File: config.mk
export PLATFORM = sky130hd
export DESIGN_NAME = control_enlace_rx
export DESIGN_NICKNAME = d
export VERILOG_FILES = /design/src/rtl/control_enlace_rx.sv
export SDC_FILE = /design/constraint.sdc
export NUM_CORES = 1
export LEC_CHECK = 0
export BUFFER_PORTS_ARGS = -buffer_cell sky130_fd_sc_hd__buf_2
export CORE_MARGIN = 4
export CORE_UTILIZATION = 50
export CTS_BUF_LIST = sky130_fd_sc_hd__clkbuf_8
export CTS_CLUSTER_SIZE = 28
export DETAILED_ROUTE_END_ITERATION = 10
export HOLD_SLACK_MARGIN = 0.12
export PLACE_DENSITY = 0.81
export SLEW_MARGIN = 20
export SYNTH_ARGS = -nofsm -noshare
export SYNTH_HDL_FRONTEND = slang
export SYNTH_SLANG_ARGS = --single-unit
File: constraint.sdc
create_clock -name clk_4f -period 1.9 [get_ports clk_4f]
set_input_delay 0.095 -clock clk_4f [delete_from_list [all_inputs] [get_ports clk_4f]]
set_output_delay 0.095 -clock clk_4f [all_outputs]
set_load 0.02 [all_outputs]
File: src/rtl/control_enlace_rx.sv
// Receive link controller: comma-count acquisition, comma stripping, loss-of-lock.
// Optional IDLE_FILTER_EN: in lock, the idle symbol is dropped like a comma.
module control_enlace_rx #(
  parameter int         BC_LOCK   = 4,
  parameter int         ERR_LIMIT = 3,
  parameter logic [7:0] COMMA     = 8'hBC,
  parameter logic [7:0] IDLE      = 8'h7C
) (
  input  logic       clk_4f,
  input  logic       reset,
  input  logic [7:0] data_in,
  input  logic       data_valid,
  output logic [7:0] data_out,
  output logic       valid_out,
  output logic       active,
  output logic [2:0] BC_contador,
  output logic [2:0] err_contador,
  output logic [1:0] estado
);

  typedef enum logic [1:0] {
    BUSQUEDA     = 2'd0,
    ALINEANDO    = 2'd1,
    SINCRONIZADO = 2'd2
  } state_t;

  localparam logic [2:0] LOCK_C = 3'(BC_LOCK);
  localparam logic [2:0] ERR_C  = 3'(ERR_LIMIT);
`ifdef IDLE_FILTER_EN
  localparam logic IDLE_EN = 1'b1;
`else
  localparam logic IDLE_EN = 1'b0;
`endif

  state_t     state_q, state_d;
  logic [2:0] bc_q, bc_d;
  logic [2:0] err_q, err_d;
  logic [7:0] dout_q, dout_d;
  logic       vout_q, vout_d;
  logic       act_q, act_d;

  logic is_comma, is_fill;
  logic [2:0] bc_inc, err_inc;

  assign is_comma = data_valid && (data_in == COMMA);
  assign is_fill  = is_comma ||
                    (IDLE_EN && data_valid && (data_in == IDLE));
  assign bc_inc   = bc_q + 3'd1;
  assign err_inc  = err_q + 3'd1;

  always_comb begin
    state_d = state_q;
    bc_d    = bc_q;
    err_d   = err_q;
    dout_d  = dout_q;
    vout_d  = 1'b0;
    case (state_q)
      BUSQUEDA: begin
        bc_d  = 3'd0;
        err_d = 3'd0;
        if (is_comma) begin
          bc_d    = 3'd1;
          state_d = (LOCK_C == 3'd1) ? SINCRONIZADO : ALINEANDO;
        end
      end
      ALINEANDO: begin
        err_d = 3'd0;
        if (is_comma) begin
          bc_d = bc_inc;
          if (bc_inc == LOCK_C) state_d = SINCRONIZADO;
        end else if (data_valid) begin
          bc_d    = 3'd0;
          state_d = BUSQUEDA;
        end
      end
      SINCRONIZADO: begin
        bc_d = LOCK_C;
        if (data_valid) begin
          err_d = 3'd0;
          if (!is_fill) begin
            dout_d = data_in;
            vout_d = 1'b1;
          end
        end else if (err_inc == ERR_C) begin
          state_d = BUSQUEDA;
          bc_d    = 3'd0;
          err_d   = 3'd0;
        end else begin
          err_d = err_inc;
        end
      end
      default: begin
        state_d = BUSQUEDA;
        bc_d    = 3'd0;
        err_d   = 3'd0;
      end
    endcase
  end

  assign act_d = (state_d == SINCRONIZADO);

  always_ff @(posedge clk_4f) begin
    if (reset) begin
      state_q <= BUSQUEDA;
      bc_q    <= 3'd0;
      err_q   <= 3'd0;
      dout_q  <= 8'h00;
      vout_q  <= 1'b0;
      act_q   <= 1'b0;
    end else begin
      state_q <= state_d;
      bc_q    <= bc_d;
      err_q   <= err_d;
      dout_q  <= dout_d;
      vout_q  <= vout_d;
      act_q   <= act_d;
    end
  end

  assign data_out     = dout_q;
  assign valid_out    = vout_q;
  assign active       = act_q;
  assign BC_contador  = bc_q;
  assign err_contador = err_q;
  assign estado       = state_q;

endmodule

==> results.yml <==
global_routing:
  grtUsageTotal_pct: 17.1
  grt_antenna_before_repair: 0
  overflow: 0
  grt_pass1_wl_mm: 3.24
  grt_pass1_vias: 739
  grt_max_degree: 18
yosys:
  yosys_register_bits: 18
  synth_xor_xnor_area_share_pct: 2.09
  synth_top_family_by_area: "simple AND/OR/NAND/NOR gates"
  synth_cell_types: 30
  synth.largest_area_cell: "dfxtp_1"
  yosysSeqAreaShare_pct: 42.9
  synthCells: 83
  yosys.area_share.adder_pct: 5.96
  synth_compound_area_share_pct: 13.6
  synthTopCellsByArea: "dfxtp_1, mux2i_1, ha_1"
  syn-num-nets: 98
  synth-simple-area-share_pct: 21.8
  synth.avg_cell_area_um2: 10.1
  muxShareOfSynthArea_pct: 9.54
  ys_warn_count: 0
  synth_top_area_share_pct: 42.9
  syn-cell-area_um2: 840
worst_setup_path:
  worstSetupEndpointType: "flip-flop"
  worstPathBufferInverterCount: 2
  cp-start-kind: "input port"
  crit_type: "in -> reg"
  worstPathRequired_ns: 2.06
  crit_chain: "dlygate4sd3_1 > buf_2 > and4b_1 > and4_1 > nand2_2 > a2111oi_4"
  slowest_stage: "dlygate4sd3_1"
  worstPathArrival_ns: 1.93
  path_delay_family: "simple AND/OR/NAND/NOR gates"
  cp_max_fo: 7
  cpPeakStageDelay_ns: 0.54
place:
  dp_cells: 122
  dp_slack_ns: 0.450
  place_area_um2: 976
  io_buffer_count: 28
  place_congestion: 0.809
  place_hpwl_mm: 1.38
detailed_routing:
  viasPerCell: 5.50
  routed_wl_mm: 1.93
  wl_per_cell_um: 14.7
  postRouteAntennaNets: 0
  drc_errors: 0
  drt_iter0_drc: 11
  via_count: 721
  dr.pass1.iters: 4
clock_network:
  clock_path_buffers: 2
  clkSlewWorstSetupHoldPaths_ns: 0.07
  ctsHoldBuffers: 5
  clk_latency_ns: 0.25
  post-cts-setup-buffers: 0
  post_cts_resized: 0
  root_buffer: "clkbuf_8"
  cts_num_sinks: 18
  cts_tree: "built"
  cts_buffers: 3
  h-tree-depth: 1
floorplan:
  die_h_um: 49.0
  design.core.area_um2: 1540
  start_util_pct: 54.5
  die_w_um: 49.0
  dieArea_um2: 2400
  row_count: 14
  io_pins: 29
sta:
  rsz0062_at_grt: "false"
  slew_headroom_pct: 71.6
  finalCriticalPeriod_ns: 1.77
  hold_viol_final: 0
  tightest_slew_ns: 0.424
  period_share_pct: 93.2
  setup_ws_ns: 0.130
  fin_skew_ns: 0.00114
  setup_viol: 0
  drv_slew: 0
  tns_ns: 0
  timing.fmax_mhz: 565
worst_hold_path:
  hold_class: "in -> reg"
final_layout:
  antenna_cells: 0
  finalInstanceArea_um2: 1080
  drive_above_1_share_pct: 31.3
  syn_to_final_growth_pct: 28.8
  final_cell_count_no_fill: 131
  nets: 131
  post-route-util_pct: 70.1
power:
  cellLeakagePower_uw: 0.000484
  cellPowerDensity_nw_per_um2: 682
  irDropWorstVdd_mv: 0.512
flow_run:
  cap_violations: 0
run_status:
  outcome: "finished clean"
cells by family (layout without fill, tap and decap cells):
logic type                 after synthesis  count (layout)
adders and majority gates                4               4
and+or+nand+nor                         32              32
xor gates and xnor gates                 2               2
buffers and inverters                    8              40
AOI/OAI and AO/OA                       11              11
DFF                                     18              18
muxes                                    8               8
state kept, by name (all words and copies together), names as in the netlist:
signal        flops
err_contador      3
BC_contador       3
active            1
valid_out         1
estado            2
data_out          8
synth_stat cells:
cell,number
dfxtp_1,18
nor2_1,12
mux2i_1,8
ha_1,4
nand3_1,4
a21oi_1,3
clkbuf_1,3
inv_1,3
nand2_1,3
a31oi_1,2
and4_1,2
nor2b_1,2
nor3_1,2
a2111oi_4,1
a211oi_1,1
a22oi_1,1
a311oi_1,1
a41oi_4,1
and4b_1,1
buf_2,1
buf_4,1
nand2_2,1
nand2b_1,1
nand3b_4,1
nand4b_1,1
nor4_1,1
nor4b_1,1
o21bai_1,1
xnor2_1,1
xor2_1,1
area by class of cell:
type	count	area, um^2
tap	16	20.0
clock buffer	4	55.1
multi-input combinational	57	444
timing repair buffer	33	190
inverter	3	11.3
fill	117	460
sequential	18	360
final timing paths:
check                             start                         end  slack [ns]  cells past startpoint
min reg2reg  err_contador[0]$_SDFF_PP0_  err_contador[0]$_SDFF_PP0_        0.49                      1
min                          data_in[1]    data_out[1]$_SDFFE_PP0P_        0.13                      3
max                          data_in[6]        estado[0]$_SDFF_PP0_        0.13                      6
max reg2reg        estado[1]$_SDFF_PP0_    data_out[1]$_SDFFE_PP0P_        0.42                      4
where the power goes:
part	internal, uW	switching [uW]	total (uW)
combinational	20.7	25.3	46.0
sequential	378	2.38	381
clock	184	126	310
layer usage:
metal  part of all wire (%)  wire [um]  track usage, %
met1                     43        838            19.4
met2                     51        979            29.6
met3                    4.1         79            2.75
met4                    1.8         35            9.87
met5                      0          0               0
layout by cell type (no fill, tap or decap), types with 2 or more instances in the layout:
master,instances
ha_1,4
nor3_1,2
nor2_1,12
buf_2,28
and4_1,2
nor2b_1,2
a31oi_1,2
nand3_1,4
a21oi_1,3
clkbuf_8,4
dfxtp_1,18
mux2i_1,8
nand2_1,3
dlygate4sd3_1,5
inv_1,3
metrics by stage:
step	total power, uW	hold WS [ns]
final	737	0.128
after global placement	424	0.345
after global routing	769	0.151
after CTS	739	0.123
after floorplan	409	0.242
after detailed placement	425	0.354
tightest hold or removal path: stages:
cell and delay [ns]:
buf_2 0.09, mux2i_1 0.07, nor2_1 0.09
No activity file was read; power rests on OpenSTA's default activity.
